### src/rtl/fifo_rd_drain.sv
// fifo_rd_drain: read-side controller for the synchronous FIFO.
// On a start command it pulls exactly xfer_len words from the FIFO without
// underflowing it. A 2-entry output buffer absorbs the FIFO's one-cycle read
// latency. Words go downstream on a valid/ready stream; completion is a
// one-cycle done pulse, and FIFO underflow is latched into err_underflow.
//
// Optional build macro: DRAIN_STALL_CNT_EN adds the stall_cnt output, a
// saturating count of cycles with m_valid && !m_ready.
//
// Ports:
//   clk, rst_n          clock, async active-low reset
//   start, xfer_len     command pulse and word count, sampled together in IDLE
//   busy, done          not-idle flag, completion pulse
//   fifo_empty          FIFO empty flag
//   fifo_underflow      FIFO underflow flag (registered inside the FIFO)
//   fifo_dout           FIFO read data, valid the cycle after fifo_rd_en
//   fifo_rd_en          FIFO read enable
//   m_valid, m_ready    downstream handshake
//   m_data              downstream data (output-buffer head)
//   err_underflow       sticky underflow error
//   stall_cnt           (DRAIN_STALL_CNT_EN only) downstream stall counter
//
// state    | meaning
// ---------+----------------------------------------------------------
// ST_IDLE  | waiting for start; no reads issued
// ST_RUN   | issuing FIFO reads until len words have been requested
// ST_FLUSH | all reads issued; draining the buffer until len delivered
module fifo_rd_drain #(
    parameter int FIFO_WIDTH = 16,
    parameter int LEN_W      = 8
) (
    input  logic                  clk,
    input  logic                  rst_n,
    input  logic                  start,
    input  logic [LEN_W-1:0]      xfer_len,
    output logic                  busy,
    output logic                  done,
    input  logic                  fifo_empty,
    input  logic                  fifo_underflow,
    input  logic [FIFO_WIDTH-1:0] fifo_dout,
    output logic                  fifo_rd_en,
    output logic                  m_valid,
    input  logic                  m_ready,
    output logic [FIFO_WIDTH-1:0] m_data,
    output logic                  err_underflow
`ifdef DRAIN_STALL_CNT_EN
    ,
    output logic [15:0]           stall_cnt
`endif
);

    typedef enum logic [1:0] {
        ST_IDLE  = 2'd0,
        ST_RUN   = 2'd1,
        ST_FLUSH = 2'd2
    } state_t;

    state_t                state, state_nx;
    logic [LEN_W-1:0]      len_q;
    logic [LEN_W-1:0]      issued;
    logic [LEN_W-1:0]      delivered;
    logic                  in_flight;
    logic [1:0]            buf_cnt;
    logic [FIFO_WIDTH-1:0] buf0;
    logic [FIFO_WIDTH-1:0] buf1;
    logic                  pop;
    logic                  start_ok;
    logic                  last_pop;
    logic                  done_nx;
    logic [2:0]            occ;

    assign pop      = m_valid && m_ready;
    assign m_valid  = (buf_cnt != 2'd0);
    assign m_data   = buf0;
    assign busy     = (state != ST_IDLE);
    assign start_ok = (state == ST_IDLE) && start && (xfer_len != '0);
    // Occupancy the buffer will have once this cycle's pop and the word
    // already in flight are accounted for; a new read may only go out if
    // there is still room for it.
    assign occ      = {1'b0, buf_cnt} + {2'b00, in_flight} - {2'b00, pop};
    assign last_pop = pop && (delivered == len_q - LEN_W'(1));

    always_comb begin
        state_nx   = state;
        fifo_rd_en = 1'b0;
        done_nx    = 1'b0;
        case (state)
            ST_IDLE: begin
                if (start) begin
                    if (xfer_len != '0) state_nx = ST_RUN;
                    else                done_nx  = 1'b1;
                end
            end
            ST_RUN: begin
                fifo_rd_en = !fifo_empty && (issued < len_q) && (occ < 3'd2);
                if (issued + LEN_W'(fifo_rd_en) == len_q) state_nx = ST_FLUSH;
            end
            ST_FLUSH: begin
                if (last_pop) begin
                    state_nx = ST_IDLE;
                    done_nx  = 1'b1;
                end
            end
            default: state_nx = ST_IDLE;
        endcase
    end

    always_ff @(posedge clk or negedge rst_n) begin
        if (!rst_n) begin
            state         <= ST_IDLE;
            done          <= 1'b0;
            len_q         <= '0;
            issued        <= '0;
            delivered     <= '0;
            in_flight     <= 1'b0;
            err_underflow <= 1'b0;
        end else begin
            state     <= state_nx;
            done      <= done_nx;
            in_flight <= fifo_rd_en;
            if (start_ok) begin
                len_q         <= xfer_len;
                issued        <= '0;
                delivered     <= '0;
                err_underflow <= 1'b0;
            end else begin
                if (fifo_rd_en) issued <= issued + LEN_W'(1);
                if (pop)        delivered <= delivered + LEN_W'(1);
                if ((state != ST_IDLE) && fifo_underflow) err_underflow <= 1'b1;
            end
        end
    end

    // Two-entry in-order buffer; buf0 is always the head seen downstream.
    always_ff @(posedge clk or negedge rst_n) begin
        if (!rst_n) begin
            buf_cnt <= 2'd0;
            buf0    <= '0;
            buf1    <= '0;
        end else begin
            case ({in_flight, pop})
                2'b10: begin
                    if (buf_cnt == 2'd0) buf0 <= fifo_dout;
                    else                 buf1 <= fifo_dout;
                    buf_cnt <= buf_cnt + 2'd1;
                end
                2'b01: begin
                    buf0    <= buf1;
                    buf_cnt <= buf_cnt - 2'd1;
                end
                2'b11: begin
                    if (buf_cnt == 2'd1) begin
                        buf0 <= fifo_dout;
                    end else begin
                        buf0 <= buf1;
                        buf1 <= fifo_dout;
                    end
                end
                default: ;
            endcase
        end
    end

`ifdef DRAIN_STALL_CNT_EN
    always_ff @(posedge clk or negedge rst_n) begin
        if (!rst_n) begin
            stall_cnt <= 16'd0;
        end else if (start_ok) begin
            stall_cnt <= 16'd0;
        end else if (m_valid && !m_ready && (stall_cnt != 16'hFFFF)) begin
            stall_cnt <= stall_cnt + 16'd1;
        end
    end
`endif

endmodule

### config.mk
export PLATFORM = sky130hd
export DESIGN_NAME = fifo_rd_drain
export DESIGN_NICKNAME = d
export VERILOG_FILES = /design/src/rtl/fifo_rd_drain.sv
export SDC_FILE = /design/constraint.sdc
export NUM_CORES = 1
export LEC_CHECK = 0
export CORE_ASPECT_RATIO = 1.75
export CORE_MARGIN = 2
export CORE_UTILIZATION = 30
export CTS_CLUSTER_SIZE = 24
export DETAILED_ROUTE_END_ITERATION = 10
export GPL_TIMING_DRIVEN = 0
export PLACE_DENSITY = 0.56
export REMOVE_ABC_BUFFERS = 1
export SYNTH_ARGS = -nofsm -noshare
export SYNTH_HDL_FRONTEND = slang
export SYNTH_SLANG_ARGS = --single-unit
### constraint.sdc
create_clock -name clk -period 9.13 [get_ports clk]
set_input_delay 2.739 -clock clk [delete_from_list [all_inputs] [get_ports clk]]
set_output_delay 2.739 -clock clk [all_outputs]
set_load 0.05 [all_outputs]
==> results of run 1 <==
-- sequential cells by signal (all words and copies together) (netlist names) --
signal         cells
buf1              16
m_data            16
delivered          8
issued             8
len_q              8
buf_cnt            2
state              2
done               1
err_underflow      1
in_flight          1
-- per-stage QoR --
stage | cells | setup slack, ns
after detailed placement | 514 | 0.488
after floorplan | 331 | 1.53
after global routing | 530 | 0.227
after global placement | 513 | 0.548
final | 530 | 0.504
after CTS | 530 | 0.473
-- per-layer routing --
layer,global-route usage (%),vias to the layer above,part of all wire [%]
li1,-,1292,-
met1,14.7,1304,37
met2,27.6,55,56
met3,3.37,17,3.5
met4,7.30,0,3.4
met5,0,-,0
-- worst max path at each step --
stage          slack, ns  cells past startpoint     from          to
2_1_floorplan       1.53                      8  m_ready  fifo_rd_en
3_3_place_gp        0.55                     10  m_ready  fifo_rd_en
3_5_place_dp        0.49                     10  m_ready  fifo_rd_en
4_1_cts             0.47                     10  m_ready  fifo_rd_en
5_1_grt             0.23                     11  m_ready  fifo_rd_en
6_report            0.50                     10  m_ready  fifo_rd_en
-- layout make-up --
class	instances	area (um2)	area share, %
clock buffers	10	229	5.28
clock inverters	6	93.8	2.16
inverters	17	63.8	1.47
multi-input cells	251	1700	39.1
flip-flops and latches	63	1580	36.3
well taps	132	165	3.81
repair buffers	51	513	11.8
-- Yosys cell counts, drive strengths merged --
| cell | n |
|---|---|
| o211ai | 1 |
| a22o | 1 |
| buf | 3 |
| o21ai | 30 |
| a21o | 1 |
| mux2i | 1 |
| a21oi | 16 |
| ha | 16 |
| nand2 | 43 |
| xnor2 | 17 |
| nand3 | 5 |
| a211oi | 1 |
| nor3 | 2 |
| nor3b | 3 |
| or2 | 1 |
| and4 | 1 |
| nor2b | 2 |
| or3 | 4 |
| mux2 | 16 |
| and3 | 4 |
| o21bai | 1 |
| fa | 1 |
| xor2 | 19 |
| a31oi | 1 |
| nor2 | 30 |
| dfrtp | 63 |
| o2111ai | 3 |
| clkbuf | 11 |
| nand4 | 6 |
| o22ai | 1 |
| inv | 17 |
| a2111oi | 1 |
| nor4 | 5 |
| nand2b | 2 |
| a22oi | 16 |
-- kinds of logic (layout without fill, tap and decap cells) --
group           after synthesis  count (layout)  synth area share, %
mux                          17              17                 5.62
compound gates               73              73                 13.9
xor+xnor                     36              36                 9.32
fa+ha+maj                    17              17                 6.51
simple gates                108             108                 14.5
flops                        63              63                 46.6
buf+inv                      31              84                 3.55
-- worst min-delay path: stages, from the launching register on --
cell     delay [ns]
dfrtp_1        0.34
a21oi_1        0.04
nor2_1         0.07
-- placed cells by master, fill, tap and decap left out, types with 3 or more instances in the layout --
| cell type | synthesis | final |
|---|---|---|
| ha_1 | 16 | 16 |
| o21ai_0 | 6 | 6 |
| dfrtp_1 | 63 | 63 |
| nand2_1 | 43 | 43 |
| mux2_2 | 16 | 16 |
| nor4_1 | 5 | 5 |
| nor3b_1 | 3 | 3 |
| nand3_1 | 5 | 5 |
| and3_1 | 4 | 4 |
| o21ai_1 | 24 | 24 |
| clkbuf_16 | 0 | 9 |
| clkdlybuf4s50_1 | 0 | 49 |
| inv_1 | 15 | 15 |
| nor2_1 | 30 | 29 |
| a21oi_1 | 15 | 13 |
| or3_1 | 4 | 4 |
| xor2_1 | 19 | 19 |
| xnor2_1 | 17 | 17 |
| nand4_1 | 6 | 6 |
| a22oi_1 | 16 | 16 |
| a21oi_2 | 1 | 3 |
-- power groups by stage --
stage | logic, uW | registers (uW) | clock network [uW]
finish | 592 | 466 | 369
global route | 650 | 482 | 392
CTS | 599 | 467 | 380
detailed placement | 598 | 470 | 0
global placement | 575 | 467 | 0
floorplan | 314 | 562 | 0
==> impl_metrics.csv, run 1 <==
group,metric,value,unit
worst_hold_path,hp-class,"reg2reg",
layout,drive_above_1_share,10.6,%
critical_path,cp-start-kind,"input pin",
floorplan,num_rows,51,
clock_network,cts_setup_buffers,0,
critical_path,r2r_end,"state[1]",
timing,skew,0.00352,ns
logic_synthesis,synth_seq_cells,63,
floorplan,die-area,0.0122,mm2
clock_network,cts_max_path_buffers,2,
drt,wl_per_cell,15.7,um
critical_path,cp.required,6.39,ns
global_routing,grt_pass1_wl,13.8,mm
power,intPower,864,uW
global_routing,grt_max_degree,64,
clock_network,postCtsHoldBufs,0,
placed_design,gp_congestion,0.823,
clock_network,cts-root-buf,"clkbuf_16",
logic_synthesis,synth_top_area_share,46.6,%
drt,via_count,2668,
power,p_clk_share,25.9,%
global_routing,antenna_found_initial,0,
global_routing,grt_overflow,0,
critical_path,slowest_stage,"clkdlybuf4s50_1",
layout,nets,440,
timing,fin_crit_sh,94.5,%
clock_network,clk_latency,0.33,ns
power,switching_share,39.5,%
outcome,run_status,"finished clean",
floorplan,die_h,145,um
timing,relSlewSlack,14.9,%
critical_path,crit_type,"in2out",
logic_synthesis,syn-cell-area,0.00338,mm2
clock_network,cts_resized,0,
global_routing,grt.total_usage,14.6,%
critical_path,arrival,5.89,ns
logic_synthesis,synth.distinct_cells,39,
layout,antennaDiodeCount,0,
timing,rsz0062_at_grt,"no",
power,power_frac_seq,32.6,%
power,power.density,329,mW/mm2
drt,vias_per_cell,5.03,
drt,route.antenna.remaining_nets,0,
placed_design,placed_area,0.00401,mm2
critical_path,r2r_slack,4.91,ns
placed_design,numPortBuffers,50,
drt,dr.pass1.iters,4,
power,p_leak,0.00184,uW
timing,hold_violations,0,
timing,finalMaxSlewViolations,0,
drt,drc,0,
floorplan,die_x,84.3,um
critical_path,path_cells,"clkdlybuf4s50_1, nand2_1, nor2_1, o21ai_0, fa_1, xor2_1, a2111oi_4, nand2_1, nor2_1, clkdlybuf4s50_1",
global_routing,grt_pass1_vias,2866,
critical_path,end_kind,"output pin",
layout,utilization,39.3,%
timing,fmax,116,MHz
floorplan,core_region_area,0.0110,mm2
layout,postLayoutCellArea,0.00434,mm2
logic_synthesis,synth_top_cell_by_area,"dfrtp_1",
drt,postRouteWirelength,8.34,mm
power,p_comb_share,41.5,%
clock_network,cts_sinks,63,
worst_hold_path,whs_endpoint,"err_underflow",
placed_design,dp_hpwl,6.17,mm
timing,period_minus_slack,8.63,ns
power,power.switching,564,uW
power,ir_drop,0.000219,V
logic_synthesis,synthTopCellsByArea,"dfrtp_1 47%, ha_1 5.9%, mux2_2 5.3%, xor2_1 4.9%, nand2_1 4.8%",
critical_path,slowest_delay,0.84,ns
logic_synthesis,syn_avg_cell_area,9.81,um2
drt,drtIter0Drc,107,
timing,tightest_slew,1.28,ns
clock_network,clk_pin_slew,0.05,ns
layout,nFillCells,1087,
clock_network,clock_tree.htree_level_count,3,
clock_network,cts_buffers,9,
critical_path,rr_worst_depth,19,
worst_hold_path,min_from,"err_underflow",
critical_path,r2r-start,"buf_cnt[1]",
logic_synthesis,synth-seq-area-share,46.6,%
logic_synthesis,ys_warn_count,0,
layout,syn_to_final_growth,28.2,%
logic_synthesis,syn_inst,345,
job,cap_violations,0,
power,power,1430,uW
critical_path,path_buf_inv,2,
timing,setup_viol,0,
floorplan,ios,51,
timing,fin_tns_setup,0,ns
timing,hold_ws,0.491,ns
floorplan,start_util,30.7,%
clock_network,tritoncts,"yes",
critical_path,critPathMaxFanout,5,
worst_hold_path,hold_depth,2,
critical_path,crit_family,"buffers and inverters",
(Power assumes the default switching activity.)
==> run 2: changes to the inputs <==
TNS_END_PERCENT = 1   (was default)
==> results of run 2 <==
The final DEF is identical to that of run 1; final timing and power are the same.
==> run 3: changes to the inputs <==
PLACE_DENSITY = 0.58   (was 0.56)
clock period = 7.1 ns   (was 9.13 ns; I/O delays follow)
==> run 3 against run 2 <==
  * Combinational power increased by 28%
  * Core utilization hardly changed
  * Worst setup slack worse by 0.24 ns
==> impl_metrics.csv, run 3 (same netlist as run 1, synthesis figures left out) <==
group,metric,value,unit
placed_design,gp_congestion,0.825,
timing,skew,0.00376,ns
clock_network,clk_pin_slew,0.05,ns
placed_design,numPortBuffers,50,
critical_path,critPathMaxFanout,5,
clock_network,cts_setup_buffers,0,
layout,final_cell_mix,"63 x dfrtp_1, 48 x clkdlybuf4s50_1, 43 x nand2_1, 30 x nor2_1, 24 x o21ai_1",
timing,relSlewSlack,19.1,%
timing,finalMaxSlewViolations,0,
clock_network,cts_sinks,63,
layout,drive_above_1_share,10.8,%
outcome,run_status,"finished clean",
drt,via_count,2683,
critical_path,end_kind,"output pin",
global_routing,grt_overflow,0,
global_routing,grt.total_usage,14.0,%
power,ir_drop,0.000331,V
layout,postLayoutCellArea,0.00433,mm2
timing,fmax,146,MHz
worst_hold_path,hp-class,"reg2reg",
layout,final-instance-count-excl-fill,531,
layout,syn_to_final_growth,28.1,%
placed_design,placed_area,0.00402,mm2
drt,vias_per_cell,5.05,
layout,antennaDiodeCount,0,
layout,nets,441,
power,p_leak,0.00184,uW
drt,route.antenna.remaining_nets,0,
global_routing,grt_pass1_vias,2868,
timing,tightest_slew,1.21,ns
clock_network,clk_latency,0.33,ns
job,cap_violations,0,
global_routing,grt_pass1_wl,13.4,mm
clock_network,clock_tree.htree_level_count,3,
drt,postRouteWirelength,7.96,mm
floorplan,start_util,30.7,%
drt,drtIter0Drc,125,
timing,setup_viol,0,
timing,fin_crit_sh,96.3,%
clock_network,tritoncts,"yes",
power,power.density,419,mW/mm2
floorplan,ios,51,
worst_hold_path,hold_depth,2,
floorplan,core_region_area,0.0110,mm2
placed_design,dp_hpwl,6.00,mm
floorplan,die_h,145,um
timing,hold_violations,0,
critical_path,arrival,4.71,ns
drt,wl_per_cell,15.0,um
clock_network,cts_buffers,9,
critical_path,cp.required,4.97,ns
layout,utilization,39.3,%
floorplan,num_rows,51,
timing,rsz0062_at_grt,"no",
global_routing,grt_max_degree,64,
timing,period_minus_slack,6.84,ns
clock_network,cts_max_path_buffers,2,
layout,final_common_cell,"dfrtp_1",
floorplan,die-area,0.0122,mm2
drt,drc,0,
clock_network,cts-root-buf,"clkbuf_16",
floorplan,die_x,84.3,um
critical_path,crit_type,"in2out",
critical_path,cp-start-kind,"input pin",
critical_path,rr_worst_depth,18,
placed_design,dp_cells,515,
timing,hold_ws,0.483,ns
drt,dr.pass1.iters,4,
global_routing,antenna_found_initial,0,
-- run 3: final timing paths --
path / startpoint / to / slack [ns]
setup / recovery: m_ready / fifo_rd_en / 0.26
hold / removal: m_data[8] / m_data[8] / 0.48
setup reg to reg: buf_cnt[0] / state[1] / 2.92
hold reg to reg: m_data[8] / m_data[8] / 0.48
max in group asynchronous: rst_n / len_q[7] / 4.68
min in group asynchronous: rst_n / buf1[0] / 1.89
-- run 3: per-stage QoR --
stage          total power (uW)  TNS, ns  setup WS [ns]
2_1_floorplan              1130        0          0.716
3_3_place_gp               1340   -0.280         -0.280
3_5_place_dp               1370   -0.291         -0.291
4_1_cts                    1840        0        0.00354
5_1_grt                    1930        0         0.0751
6_report                   1820        0          0.261
-- run 3: metal layers --
layer	global-route usage (%)	wire, um
met5	0	0
met4	7.98	294
met3	3.71	316
met2	26.7	4470
met1	13.3	2880
-- run 3: area by class of cell --
cell class                      instances  area, um2
Tap cell                              132        165
Clock inverter                          6       85.1
Sequential cell                        63       1580
Inverter                               17       63.8
Timing Repair Buffer                   52        519
Multi-Input combinational cell        251       1700
Clock buffer                           10        229
Fill cell                            1084       6710
-- run 3: repair_timing --
item,CTS,global route
gates resized for setup,2,1
hold buffers,0,0
setup endpoints to repair,1,1
-- run 3: where the power goes --
part	switching, uW	internal (uW)	leakage (uW)	total [uW]
clock	155	306	0.000148	461
combinational	449	311	0.000945	760
sequential	107	490	0.000747	597
total	712	1110	0.00184	1820
-- run 3: critical path: stages --
cell             delay [ns]
clkdlybuf4s50_1        0.47
nand2_1                0.13
nor2_1                 0.20
o21ai_0                0.15
fa_1                   0.39
xor2_1                 0.17
a2111oi_4              0.48
nand2_1                0.10
nor2_1                 0.17
clkbuf_2               0.31
